File: src/rtl/mem_bus_arbiter.sv
// ---------------------------------------------------------------------------
// mem_bus_arbiter
//
// Shares one data-memory port between two masters: the core load/store unit
// (M0) and the debug/program-loader port (M1). One transaction is in flight
// at a time. Ties are broken round-robin using the last granted master. The
// winner's payload is forwarded to the memory, and the memory acknowledge,
// or a timeout error, is routed back to that master only.
//
// Parameters
//   AW       address width
//   DW       data width (byte enables are DW/8 bits)
//   TIMEOUT  BUSY cycles allowed without s_ack before aborting (1..65535)
//
// Ports
//   clk, rst                    clock, asynchronous active-high reset
//   m0_* / m1_*                 master request side (req/we/addr/wdata/be in,
//                               rdata/ack/err out)
//   s_req/s_we/s_addr/
//   s_wdata/s_be                request to the memory, muxed from the owner
//   s_rdata, s_ack              memory response
//   gnt_id                      registered owner (0 = M0, 1 = M1)
//   busy                        high while a transaction is in flight
// ---------------------------------------------------------------------------
module mem_bus_arbiter #(
  parameter int AW      = 32,
  parameter int DW      = 32,
  parameter int TIMEOUT = 255
) (
  input  logic            clk,
  input  logic            rst,

  input  logic            m0_req,
  input  logic            m0_we,
  input  logic [AW-1:0]   m0_addr,
  input  logic [DW-1:0]   m0_wdata,
  input  logic [DW/8-1:0] m0_be,
  output logic [DW-1:0]   m0_rdata,
  output logic            m0_ack,
  output logic            m0_err,

  input  logic            m1_req,
  input  logic            m1_we,
  input  logic [AW-1:0]   m1_addr,
  input  logic [DW-1:0]   m1_wdata,
  input  logic [DW/8-1:0] m1_be,
  output logic [DW-1:0]   m1_rdata,
  output logic            m1_ack,
  output logic            m1_err,

  output logic            s_req,
  output logic            s_we,
  output logic [AW-1:0]   s_addr,
  output logic [DW-1:0]   s_wdata,
  output logic [DW/8-1:0] s_be,
  input  logic [DW-1:0]   s_rdata,
  input  logic            s_ack,

  output logic            gnt_id,
  output logic            busy
);

  localparam int              CW       = $clog2(TIMEOUT + 1);
  // Counter value seen on BUSY cycle number TIMEOUT (counter starts at 0).
  localparam logic [CW-1:0]   CNT_LAST = CW'(TIMEOUT - 1);

  localparam logic [0:0]      ST_IDLE  = 1'b0;
  localparam logic [0:0]      ST_BUSY  = 1'b1;

  logic [0:0]    r_state;
  logic          r_owner;
  logic          r_last;
  logic [CW-1:0] r_cnt;

  logic          w_busy;
  logic          w_sel1;
  logic          w_cntEnd;
  logic          w_timeout;
  logic          w_anyReq;
  logic          w_grantId;

  assign w_busy    = (r_state == ST_BUSY);
  // In IDLE the payload mux rests on M0; s_req is low so the memory ignores it.
  assign w_sel1    = w_busy & r_owner;
  assign w_cntEnd  = (r_cnt == CNT_LAST);
  // An ack on the final allowed cycle takes priority over the timeout.
  assign w_timeout = w_busy & ~s_ack & w_cntEnd;
  assign w_anyReq  = m0_req | m1_req;
  // M1 wins when it is alone, or when both request and M0 was granted last.
  assign w_grantId = m1_req & (~m0_req | ~r_last);

  // Arbitration / transaction FSM. Reset leaves last = 1 so M0 wins the
  // first tie; an asynchronous reset mid-transaction silently drops it.
  always_ff @(posedge clk or posedge rst) begin
    if (rst) begin
      r_state <= ST_IDLE;
      r_owner <= 1'b0;
      r_last  <= 1'b1;
      r_cnt   <= '0;
    end else if (r_state == ST_IDLE) begin
      if (w_anyReq) begin
        r_state <= ST_BUSY;
        r_owner <= w_grantId;
        r_last  <= w_grantId;
        r_cnt   <= '0;
      end
    end else begin
      if (s_ack || w_cntEnd) begin
        r_state <= ST_IDLE;
      end else begin
        r_cnt <= r_cnt + CW'(1);
      end
    end
  end

  assign s_req    = w_busy;
  assign s_we     = w_sel1 ? m1_we    : m0_we;
  assign s_addr   = w_sel1 ? m1_addr  : m0_addr;
  assign s_wdata  = w_sel1 ? m1_wdata : m0_wdata;
  assign s_be     = w_sel1 ? m1_be    : m0_be;

  // Read data is broadcast; it is only meaningful alongside the ack pulse.
  assign m0_rdata = s_rdata;
  assign m1_rdata = s_rdata;

  // s_ack outside BUSY (e.g. a late ack after a timeout) is ignored.
  assign m0_ack   = w_busy & s_ack & ~r_owner;
  assign m1_ack   = w_busy & s_ack &  r_owner;
  assign m0_err   = w_timeout & ~r_owner;
  assign m1_err   = w_timeout &  r_owner;

  assign gnt_id   = r_owner;
  assign busy     = w_busy;

endmodule

File: config.mk
export PLATFORM = sky130hd
export DESIGN_NAME = mem_bus_arbiter
export DESIGN_NICKNAME = d
export VERILOG_FILES = /design/src/rtl/mem_bus_arbiter.sv
export SDC_FILE = /design/constraint.sdc
export NUM_CORES = 1
export LEC_CHECK = 0
export ABC_AREA = 1
export ABC_CLOCK_PERIOD_IN_PS = 1900
export BUFFER_PORTS_ARGS = -buffer_cell sky130_fd_sc_hd__buf_2
export CAP_MARGIN = 20
export CORE_AREA = 5 5 121 123
export CTS_CLUSTER_DIAMETER = 30
export DETAILED_ROUTE_END_ITERATION = 10
export DIE_AREA = 0 0 126 128
export GPL_ROUTABILITY_DRIVEN = 0
export GPL_TIMING_DRIVEN = 0
export SLEW_MARGIN = 0
export SYNTH_ARGS = -nofsm -noshare
export SYNTH_HDL_FRONTEND = slang
export SYNTH_SLANG_ARGS = --single-unit
export TNS_END_PERCENT = 100
File: constraint.sdc
create_clock -name clk -period 1.9 [get_ports clk]
set_clock_uncertainty 0.1 [all_clocks]
set_input_delay 0.19 -clock clk [delete_from_list [all_inputs] [get_ports clk]]
set_output_delay 0.19 -clock clk [all_outputs]
set_load 0.01 [all_outputs]
## After elaboration in Yosys (flattened, before gate mapping)

Index checks and enable logic that the tools add are counted.
Widths: inputs -> output; s select.

- Flip-flop bits (word level): 11
- Output and inout bits: 140
- Logic and storage cells: 37

- Add/subtract/negate cells: 1
- Eq/ne operators: 2
- Muxes and demuxes: 10
- Bitwise operators: 16
- Reductions and logical operators: 4

Operators with widths:

| operator | number |
|---|---|
| $mux 32 | 2 |
| $mux 8 | 3 |
| $and 1x1->1 | 9 |
| $add 8x1->8 const B | 1 |
| $eq 8x8->1 const B | 1 |
| $not 1->1 | 5 |
| $mux 1 | 4 |
| $mux 4 | 1 |
| $reduce_and 2->1 | 2 |
| $ne 2x2->1 const B | 1 |
| $or 1x1->1 | 2 |
| $reduce_bool 2->1 | 1 |
| $logic_or 1x1->1 | 1 |

## Longest topological paths before layout

- Depth in word-level cells: 4
- Gate-level depth with buffers: 9

## Least setup slack after synthesis

Ideal clock, no wire load.

- Path kind: register to output
- Start: register r_state (netlist: busy)
- End: output s_addr[0]
- Data arrival time: 1.290 ns
- Data required time: 1.610 ns
- Slack: 0.320 ns
- Stages on the path, launching flop included: 5
- Buffers on the path: 2
- Cell sequence: dfrtp_1 buf_4 nand2_1 buf_2 mux2_2

- Word-level cells in the longest chain between the ends: 2

RTL lines:

| what | line | RTL |
|---|---|---|
| start, declared | 70 | `logic [0:0] r_state;` |
| start signal, assigned | 96 | `r_state <= ST_IDLE;` |
| start signal, assigned | 102 | `r_state <= ST_BUSY;` |
| start signal, assigned | 109 | `r_state <= ST_IDLE;` |
| $and 1x1->1 | 84 | `assign w_sel1 = w_busy & r_owner;` |
| $mux 32 | 118 | `assign s_addr = w_sel1 ? m1_addr : m0_addr;` |
| end, declared | 53 | `output logic [AW-1:0] s_addr,` |

Every way passes these cells.

## Worst setup path after layout

- Start: register r_state (netlist: busy)
- End: output s_addr[19]

The elaborated chain is that of the path after synthesis.

==> impl_metrics.tcl <==
set metrics [dict create \
    dr.pass1.iters 4 \
    tightestPinTransition_ns 0.426 \
    area_growth_pct 93.9 \
    relSlewSlack_pct 71.6 \
    comb_power_share_pct 72.7 \
    drv_slew 0 \
    syn_avg_cell_area_um2 8.40 \
    antenna_left 0 \
    yosysMostFrequentCell "mux2_2" \
    seq_area_frac_synth_pct 14.0 \
    die_w_um 126 \
    hold_violations 0 \
    clk_pin_slew_worst_paths_ns 0.04 \
    syn_nets 412 \
    h-tree-depth 1 \
    internal_power_mw 1.64 \
    ys_types 20 \
    switching_power_mw 1.12 \
    worstPathMaxFanout 10 \
    clockRootBuffer "clkbuf_16" \
    arrival_ns 1.57 \
    critPathSlowestCell "dfrtp_1" \
    power_mw 2.76 \
    cp_common_cell "buf_6" \
    async_reset_ff_share_pct 100 \
    fin_ws_ns 0.0405 \
    avgRoutedWirePerCell_um 15.4 \
    grt-ovfl-total 0 \
    fin_crit_ns 1.86 \
    grt_pass1_wl_um 14900 \
    cts_buffers 3 \
    synth_top_area_share_pct 39.4 \
    vias 2593 \
    syn-cell-area_mm2 0.00197 \
    cts_tree "yes" \
    netlist_instances 235 \
    grt_max_degree 12 \
    ys_seq_elements 11 \
    rows 43 \
    viasPerCell 3.68 \
    die-area_mm2 0.0161 \
    power_density_mw_per_mm2 722 \
    r2r_setup_slack_ns 0.36 \
    post_synth_most_frequent_cells "mux2_2, buf_4, nand2_1" \
    place_ws_ns -0.263 \
    drv_cap 0 \
    max_freq_mhz 538 \
    clock-sinks 11 \
    layout-drive-gt1-share_pct 84.4 \
    status "finished clean" \
    remaining_drc_errors 0 \
    crit_path_end_kind "output pin" \
    detailed_place_hpwl_um 9910 \
    p_clk_share_pct 14.2 \
    crit_type "reg2out" \
    ys_top_cells_by_area "mux2_2, buf_4, dfrtp_1" \
    startpoint_type "flop" \
    core_area_mm2 0.0136 \
    die_h_um 128 \
    final_util_pct 28.2 \
    synth-edff-count 0 \
    diodes 0 \
    design.portCount 315 \
    port_buffers 282 \
    p_leak_nw 2.19 \
    fin_crit_sh_pct 97.9 \
    globalRouteTotalUtil_pct 11.8 \
    clkLatencyLatePin_ns 0.24 \
    peakVddDrop_mv 0.346 \
    cts_buffer_depth 2 \
    path_cells "buf_6 -> nand2_8 -> buf_6 -> mux2_2 -> buf_2" \
    seq_power_share_pct 13.1 \
    cp.required_ns 1.61 \
    synth_top_area_cell "mux2_2" \
    synth_ff_type "dfrtp_1" \
    setup_viol 0 \
    rsz0062_at_grt "true" \
    swShare_pct 40.6 \
    antenna_found_initial 0 \
    initial_core_util_pct 14.6 \
    grt_pass1_vias 2629 \
    routed_wl_um 10900 \
    yosysWarningCount 0 \
    fin_tns_setup_ns 0 \
    slowest_delay_ns 0.38 \
    fin_nets 702 \
    drt-initial-drc-count 54 \
    hold_class "in2reg" \
]
==> cells by family (layout without fill, tap and decap cells) <==
logic type / count (synthesis) / count (layout) / synth area share (%)
XOR/XNOR: 1 / 1 / 0.444
flip-flops: 11 / 11 / 14.0
adder cells (fa/ha/maj): 2 / 2 / 1.27
AND/OR/NAND/NOR: 60 / 60 / 12.9
AO/OA/AOI/OAI: 7 / 7 / 2.53
buffers and inverters: 85 / 374 / 29.5
multiplexers: 69 / 69 / 39.4
==> metal layers <==
layer  share of wire (%)  track usage (%)
met1                  37             14.0
met5                   0                0
met4                0.70             2.27
met2                  50             20.5
met3                  13             4.38
==> flip-flops by register name (all words and copies together) (netlist names) <==
| name | flops |
|---|---|
| r_cnt | 8 |
| busy | 1 |
| gnt_id | 1 |
| r_last | 1 |
==> layout make-up <==
| cell class | count | area (µm²) |
|---|---|---|
| fill | 1514 | 9730 |
| timing repair buffer | 285 | 1460 |
| multi-input combinational | 139 | 1140 |
| buffer | 74 | 601 |
| sequential | 11 | 278 |
| tap | 180 | 225 |
| clock buffer | 3 | 75.1 |
| inverter | 11 | 41.3 |
| clock inverter | 1 | 5.00 |
==> worst max-delay path, delay by kind of cell, from the launching register on <==
kind	cells	cell delay, ns
buf+inv	3	0.46
mux	1	0.36
simple gates	1	0.11
flops	1	0.38
==> path summary, 6_finish.rpt <==
kind,end,depth (start not counted),start
worst max register to register,r_cnt[5],9,r_cnt[0]
worst max-delay path,s_addr[19],5,busy
worst min register to register,r_last,2,r_last
worst min-delay path,r_last,3,m1_req
max in group asynchronous,r_last,3,rst
min in group asynchronous,busy,3,rst
==> timing repair <==
| item | in CTS | in global routing |
|---|---|---|
| setup endpoints to repair | 70 | 16 |
| hold buffers | 1 | 0 |
| buffers inserted | 2 | 0 |
| resized for setup | 28 | 6 |
| endpoints found under the hold margin | 10 | 0 |
==> cell usage in the layout (no fill, tap or decap), types with 3 or more instances in the layout <==
| cell type | count |
|---|---|
| buf_2 | 277 |
| buf_8 | 3 |
| nor2_1 | 13 |
| buf_4 | 69 |
| inv_1 | 9 |
| nand2_1 | 31 |
| buf_6 | 9 |
| mux2_2 | 66 |
| nand3_1 | 9 |
| mux2_4 | 3 |
| o21ai_2 | 3 |
| dfrtp_1 | 9 |
| nor3_1 | 3 |
| clkbuf_16 | 3 |
| o21ai_0 | 3 |
==> metrics by stage <==
stage | area (µm²) | std cells | hold WS [ns]
5_1_grt | 3830 | 704 | 0.132
2_1_floorplan | 1970 | 235 | -0.0583
3_3_place_gp | 3610 | 697 | 0.119
4_1_cts | 3810 | 704 | 0.0981
3_5_place_dp | 3610 | 697 | 0.116
6_report | 3830 | 704 | 0.0929
==> power groups by stage <==
stage	clock network, mW	registers [mW]	logic, mW
finish	0.393	0.361	2.01
global route	0.409	0.371	2.19
CTS	0.396	0.358	2.05
detailed placement	0	0.353	1.88
global placement	0	0.354	1.87
floorplan	0	0.345	1.10
Note: power is estimated with default switching activity, not from simulation.
